===== config.mk =====
export PLATFORM = sky130hd
export DESIGN_NAME = seq_divider_16
export DESIGN_NICKNAME = d
export VERILOG_FILES = /design/src/rtl/seq_divider_16.sv
export SDC_FILE = /design/constraint.sdc
export NUM_CORES = 1
export LEC_CHECK = 0
export BUFFER_PORTS_ARGS = -buffer_cell sky130_fd_sc_hd__buf_2
export CORE_ASPECT_RATIO = 0.8
export CORE_UTILIZATION = 51
export CTS_CLUSTER_SIZE = 28
export DETAILED_ROUTE_END_ITERATION = 6
export PLACE_DENSITY = 0.76
export RECOVER_POWER = 100
export SLEW_MARGIN = 20
export SYNTH_ARGS = -nofsm -noshare
export SYNTH_HDL_FRONTEND = slang
export SYNTH_SLANG_ARGS = --single-unit

===== constraint.sdc =====
create_clock -name clk -period 2.45 [get_ports clk]
set_input_delay 0.49 -clock clk [delete_from_list [all_inputs] [get_ports clk]]
set_output_delay 0.49 -clock clk [all_outputs]
set_load 0.02 [all_outputs]

===== src/rtl/seq_divider_16.sv =====
// seq_divider_16: iterative unsigned restoring divider.
// Produces one quotient bit per clock. Operands and results move over
// valid/ready handshakes. A zero divisor short-circuits to an all-ones
// quotient with the dividend as remainder, flagged by div_by_zero.
module seq_divider_16 #(
    parameter int WIDTH = 16
) (
    input  logic             clk,
    input  logic             rst_n,
    input  logic             in_valid,
    output logic             in_ready,
    input  logic [WIDTH-1:0] dividend,
    input  logic [WIDTH-1:0] divisor,
    output logic             out_valid,
    input  logic             out_ready,
    output logic [WIDTH-1:0] quotient,
    output logic [WIDTH-1:0] remainder,
    output logic             div_by_zero
);

    localparam int                 CNT_W    = (WIDTH > 2) ? $clog2(WIDTH) : 1;
    localparam logic [CNT_W-1:0]   CNT_LAST = CNT_W'(WIDTH - 1);
    localparam logic [CNT_W-1:0]   CNT_ONE  = CNT_W'(1);
    localparam logic [WIDTH-1:0]   ZERO_W   = {WIDTH{1'b0}};
    localparam logic [WIDTH-1:0]   ONES_W   = {WIDTH{1'b1}};

    typedef enum logic [1:0] {
        IDLE = 2'd0,
        BUSY = 2'd1,
        DONE = 2'd2
    } state_t;

    state_t             state_r;
    state_t             state_s;

    logic [WIDTH-1:0]   q_r;          // dividend shifting out, quotient shifting in
    logic [WIDTH-1:0]   r_r;          // partial remainder
    logic [WIDTH-1:0]   d_r;          // latched divisor
    logic [CNT_W-1:0]   cnt_r;        // step index within the current division
    logic [WIDTH-1:0]   quotient_r;
    logic [WIDTH-1:0]   remainder_r;
    logic               dbz_r;

    logic [WIDTH:0]     t_s;          // shifted partial remainder, one bit wider
    logic [WIDTH:0]     diff_s;       // trial subtraction; MSB set means borrow
    logic [WIDTH-1:0]   q_next_s;
    logic [WIDTH-1:0]   r_next_s;

    // Handshake flags decode directly from the state register.
    assign in_ready    = (state_r == IDLE);
    assign out_valid   = (state_r == DONE);
    assign quotient    = quotient_r;
    assign remainder   = remainder_r;
    assign div_by_zero = dbz_r;

    // One restoring step: trial-subtract the divisor, keep the result only if no borrow.
    always_comb begin
        t_s    = {r_r, q_r[WIDTH-1]};
        diff_s = t_s - {1'b0, d_r};
        if (diff_s[WIDTH] == 1'b0) begin
            r_next_s = diff_s[WIDTH-1:0];
            q_next_s = {q_r[WIDTH-2:0], 1'b1};
        end else begin
            r_next_s = t_s[WIDTH-1:0];
            q_next_s = {q_r[WIDTH-2:0], 1'b0};
        end
    end

    // Next-state logic for the IDLE -> BUSY -> DONE sequence.
    always_comb begin
        state_s = state_r;
        case (state_r)
            IDLE: begin
                if (in_valid) begin
                    if (divisor == ZERO_W) begin
                        state_s = DONE;
                    end else begin
                        state_s = BUSY;
                    end
                end else begin
                    state_s = IDLE;
                end
            end
            BUSY: begin
                if (cnt_r == CNT_LAST) begin
                    state_s = DONE;
                end else begin
                    state_s = BUSY;
                end
            end
            DONE: begin
                if (out_ready) begin
                    state_s = IDLE;
                end else begin
                    state_s = DONE;
                end
            end
            default: begin
                state_s = IDLE;
            end
        endcase
    end

    // State register; reset aborts any operation in flight.
    always_ff @(posedge clk or negedge rst_n) begin
        if (!rst_n) begin
            state_r <= IDLE;
        end else begin
            state_r <= state_s;
        end
    end

    // Operand capture, iteration datapath and result registers.
    always_ff @(posedge clk or negedge rst_n) begin
        if (!rst_n) begin
            q_r         <= ZERO_W;
            r_r         <= ZERO_W;
            d_r         <= ZERO_W;
            cnt_r       <= {CNT_W{1'b0}};
            quotient_r  <= ZERO_W;
            remainder_r <= ZERO_W;
            dbz_r       <= 1'b0;
        end else begin
            case (state_r)
                IDLE: begin
                    if (in_valid) begin
                        if (divisor == ZERO_W) begin
                            quotient_r  <= ONES_W;
                            remainder_r <= dividend;
                            dbz_r       <= 1'b1;
                        end else begin
                            q_r   <= dividend;
                            r_r   <= ZERO_W;
                            d_r   <= divisor;
                            cnt_r <= {CNT_W{1'b0}};
                        end
                    end
                end
                BUSY: begin
                    q_r   <= q_next_s;
                    r_r   <= r_next_s;
                    cnt_r <= cnt_r + CNT_ONE;
                    if (cnt_r == CNT_LAST) begin
                        quotient_r  <= q_next_s;
                        remainder_r <= r_next_s;
                        dbz_r       <= 1'b0;
                    end
                end
                default: begin
                    // DONE: results held until the consumer takes them.
                    q_r <= q_r;
                end
            endcase
        end
    end

endmodule


==> impl_metrics.tcl <==
set metrics [dict create \
    outcome "finished with violations" \
    violations "setup timing" \
    cts_root_buffer "clkbuf_8" \
    dr.pass1.iters 5 \
    timing.fmax_mhz 402.6 \
    area_delta_synth_final_pct 19.33 \
    diodes 0 \
    antenna_found_initial 0 \
    vias 3874 \
    hold_class "input port to asynchronous set/reset pin" \
    rows 30 \
    cap_violations 0 \
    setup_viol 6 \
    slew_headroom_pct 21.70 \
    grt_setup_unrepaired "true" \
    drt-initial-drc-count 260 \
    clock-sinks 87 \
    ys_ff_latch 87 \
    grt.overflow.total 0 \
    core_area_sq_um 8521 \
    fin_ws_ps -33.76 \
    grt_pass1_vias 3790 \
    yosysWarnings 0 \
    cp_common_cell "inv_2" \
    vias_per_cell 5.799 \
    drc 0 \
    fin_setup_tns_ps -93.84 \
    ys_seq_area_share_pct 48.39 \
    critPathTopFamily "compound AO/OA/AOI/OAI gates" \
    crit_type "register to register" \
    clockBufferDepth 2 \
    routed_wl_um 11940 \
    synth_ff_type "dfrtp_1" \
    numCtsBuffers 9 \
    maxSlewViolCount 0 \
    finalCritPeriodShare_pct 101.4 \
    max_stage_delay_ps 400 \
    grt_first_pass_wirelength_um 19000 \
    cp-start-kind "register" \
    synth_top_area_share_pct 48.39 \
    worst-endpoint-arrival_ps 2730 \
    skew_ps 12.09 \
    synth_cell_type_count 43 \
    syn_nets 521 \
    critPathMaxFanout 8 \
    insertion_delay_ps 370 \
    synth_area_leaders "dfrtp_1, mux2i_1, o21ai_0" \
    postRouteAntennaNets 0 \
    place_congestion 0.8370 \
    crit_chain "inv_2 -> ha_4 -> inv_2 -> fa_2 -> a211oi_4 -> o211ai_2 -> nand2_1 -> o21ai_2 -> xor2_4 -> buf_6 -> mux2i_2 -> o22ai_2" \
    drive_gt1_share_pct 19.06 \
    htree_levels 3 \
    cts_hold_buf 0 \
    dp_hpwl_um 8595 \
    cts_tree "yes" \
    wl_per_cell_um 17.88 \
    hold_violations 0 \
    fp.dieArea_sq_um 9204 \
    synthCells 467 \
    grt_max_degree 46 \
    worst_slew_pin_slew_ps 1175 \
    die_w_um 107.0 \
    grt_use_total_pct 27.18 \
    cpMaxStageDelayCell "dfrtp_1" \
    worstSetupEndpointType "register" \
    port_buffers 70 \
    pin_count 71 \
    path_clk_slew_ps 90 \
    crit_buf_inv 3 \
    nets 605 \
    die_h_um 86.01 \
    synth-edff-count 0 \
    cp.required_ps 2690 \
    synth.avg_cell_area_sq_um 9.635 \
    synthesis.area_sq_um 4499 \
    synth-async-reset-ratio_pct 100.0 \
    min_period_ps 2484 \
    synth_top_area_cell "dfrtp_1" \
    start_util_pct 52.80 \
]
## repair_timing
| action | CTS | global route |
|---|---|---|
| pin swaps | 7 | 8 |
| gates cloned | 1 | 0 |
| buffers inserted | 3 | 2 |
| resized for setup | 19 | 14 |
| setup endpoints to repair | 19 | 34 |
## per-layer routing
metal / global-route usage [%] / share of wire [%]
met2: 43.58 / 48
met3: 5.319 / 5.2
met1: 37.70 / 46
met5: 0 / 0
met4: 7.846 / 1.4
## final timing paths
kind / start / endpoint / slack (ps) / cells after the start
max in group asynchronous: rst_n / r_r[3] / 760 / 2
min in group clk: divisor[12] / d_r[12] / 340 / 3
hold reg to reg: quotient[7] / quotient[7] / 500 / 1
setup / recovery: q_r[15] / remainder[14] / -30 / 12
hold / removal: rst_n / quotient[14] / 340 / 1
setup reg to reg: q_r[15] / remainder[14] / -30 / 12
## cells in the mapped netlist, types with 2 or more instances
master,number
dfrtp_1,87
nand2_1,64
o21ai_0,51
mux2i_1,31
nor2_1,30
a21oi_1,29
inv_1,22
clkbuf_1,20
ha_1,17
o22a_1,15
nor3_1,9
o22ai_1,9
o21ai_1,8
xor2_1,8
a211oi_1,7
nand3_1,7
xnor2_1,6
a21o_1,4
nor2b_1,4
nor4_1,4
mux2_2,3
o211ai_1,3
a21boi_0,2
a221oi_1,2
a31oi_1,2
a32oi_1,2
buf_2,2
nand2b_1,2
o211ai_2,2
o21ai_2,2
## sequential cells by signal, indices dropped and copies added, names as in the netlist
register     count
d_r             16
q_r             16
quotient        16
r_r             16
remainder       16
cnt_r            4
state_r          2
div_by_zero      1
## cells in the final DEF, fill, tap and decap left out, types with 3 or more instances in the layout
master / synthesis / final
inv_1: 22 / 20
nand3_1: 7 / 7
mux2i_2: 0 / 3
buf_4: 0 / 16
a211oi_1: 7 / 6
o22a_1: 15 / 15
o21ai_1: 8 / 8
xnor2_1: 6 / 6
o211ai_1: 3 / 3
o21ai_2: 2 / 3
nor4_1: 4 / 4
a21oi_1: 29 / 25
a21oi_2: 0 / 4
clkbuf_1: 20 / 39
mux2i_4: 0 / 3
nor3_1: 9 / 8
ha_1: 17 / 15
clkbuf_8: 0 / 9
dfrtp_1: 87 / 87
o22ai_1: 9 / 7
mux2i_1: 31 / 25
buf_2: 2 / 34
nand2_1: 64 / 63
nor2_1: 30 / 31
nor2b_1: 4 / 3
clkbuf_2: 0 / 5
xor2_1: 8 / 8
a21o_1: 4 / 4
o21ai_0: 51 / 50
## logic make-up (layout without fill, tap and decap cells)
family / after synthesis / in the layout / share of synthesized area, %
buffers and inverters: 46 / 135 / 4.143
multiplexers: 34 / 34 / 7.647
adder cells (fa/ha/maj): 18 / 18 / 5.172
flip-flops: 87 / 87 / 48.39
XOR/XNOR: 15 / 15 / 3.337
AO/OA/AOI/OAI: 141 / 141 / 19.30
AND/OR/NAND/NOR: 126 / 126 / 12.01
## area by class of cell
class / count / area, sq um
Clock buffer: 10 / 127.6
Clock inverter: 6 / 52.55
Fill cell: 738 / 3152
Inverter: 22 / 82.58
Multi-Input combinational cell: 334 / 2268
Sequential cell: 87 / 2177
Tap cell: 112 / 140.1
Timing Repair Buffer: 97 / 520.5
## worst reg2reg max path, cell delays in order (launching register included)
cell and delay, ps:
dfrtp_1 400, inv_2 80, ha_4 130, inv_2 40, fa_2 360, a211oi_4 250, o211ai_2 110, nand2_1 100
o21ai_2 100, xor2_4 220, buf_6 200, mux2i_2 270, o22ai_2 120
## through the flow
| step | hold WS [ps] | std cells | worst slack [ps] | area [sq um] | utilization [%] |
|---|---|---|---|---|---|
| after floorplan | 194.4 | 467 | 10.18 | 4504 | - |
| after global placement | 465.4 | 647 | 11.30 | 5106 | 59.93 |
| after detailed placement | 472.7 | 647 | -90.74 | 5106 | 59.93 |
| after CTS | 144.7 | 667 | -76.76 | 5406 | 63.45 |
| after global routing | 334.1 | 668 | -167.2 | 5369 | 63.01 |
| final | 337.8 | 668 | -33.76 | 5369 | 63.01 |
Power is left out: the tool's default activity adds up to more than one toggle a clock period on the data nets, which glitch-free logic cannot reach.
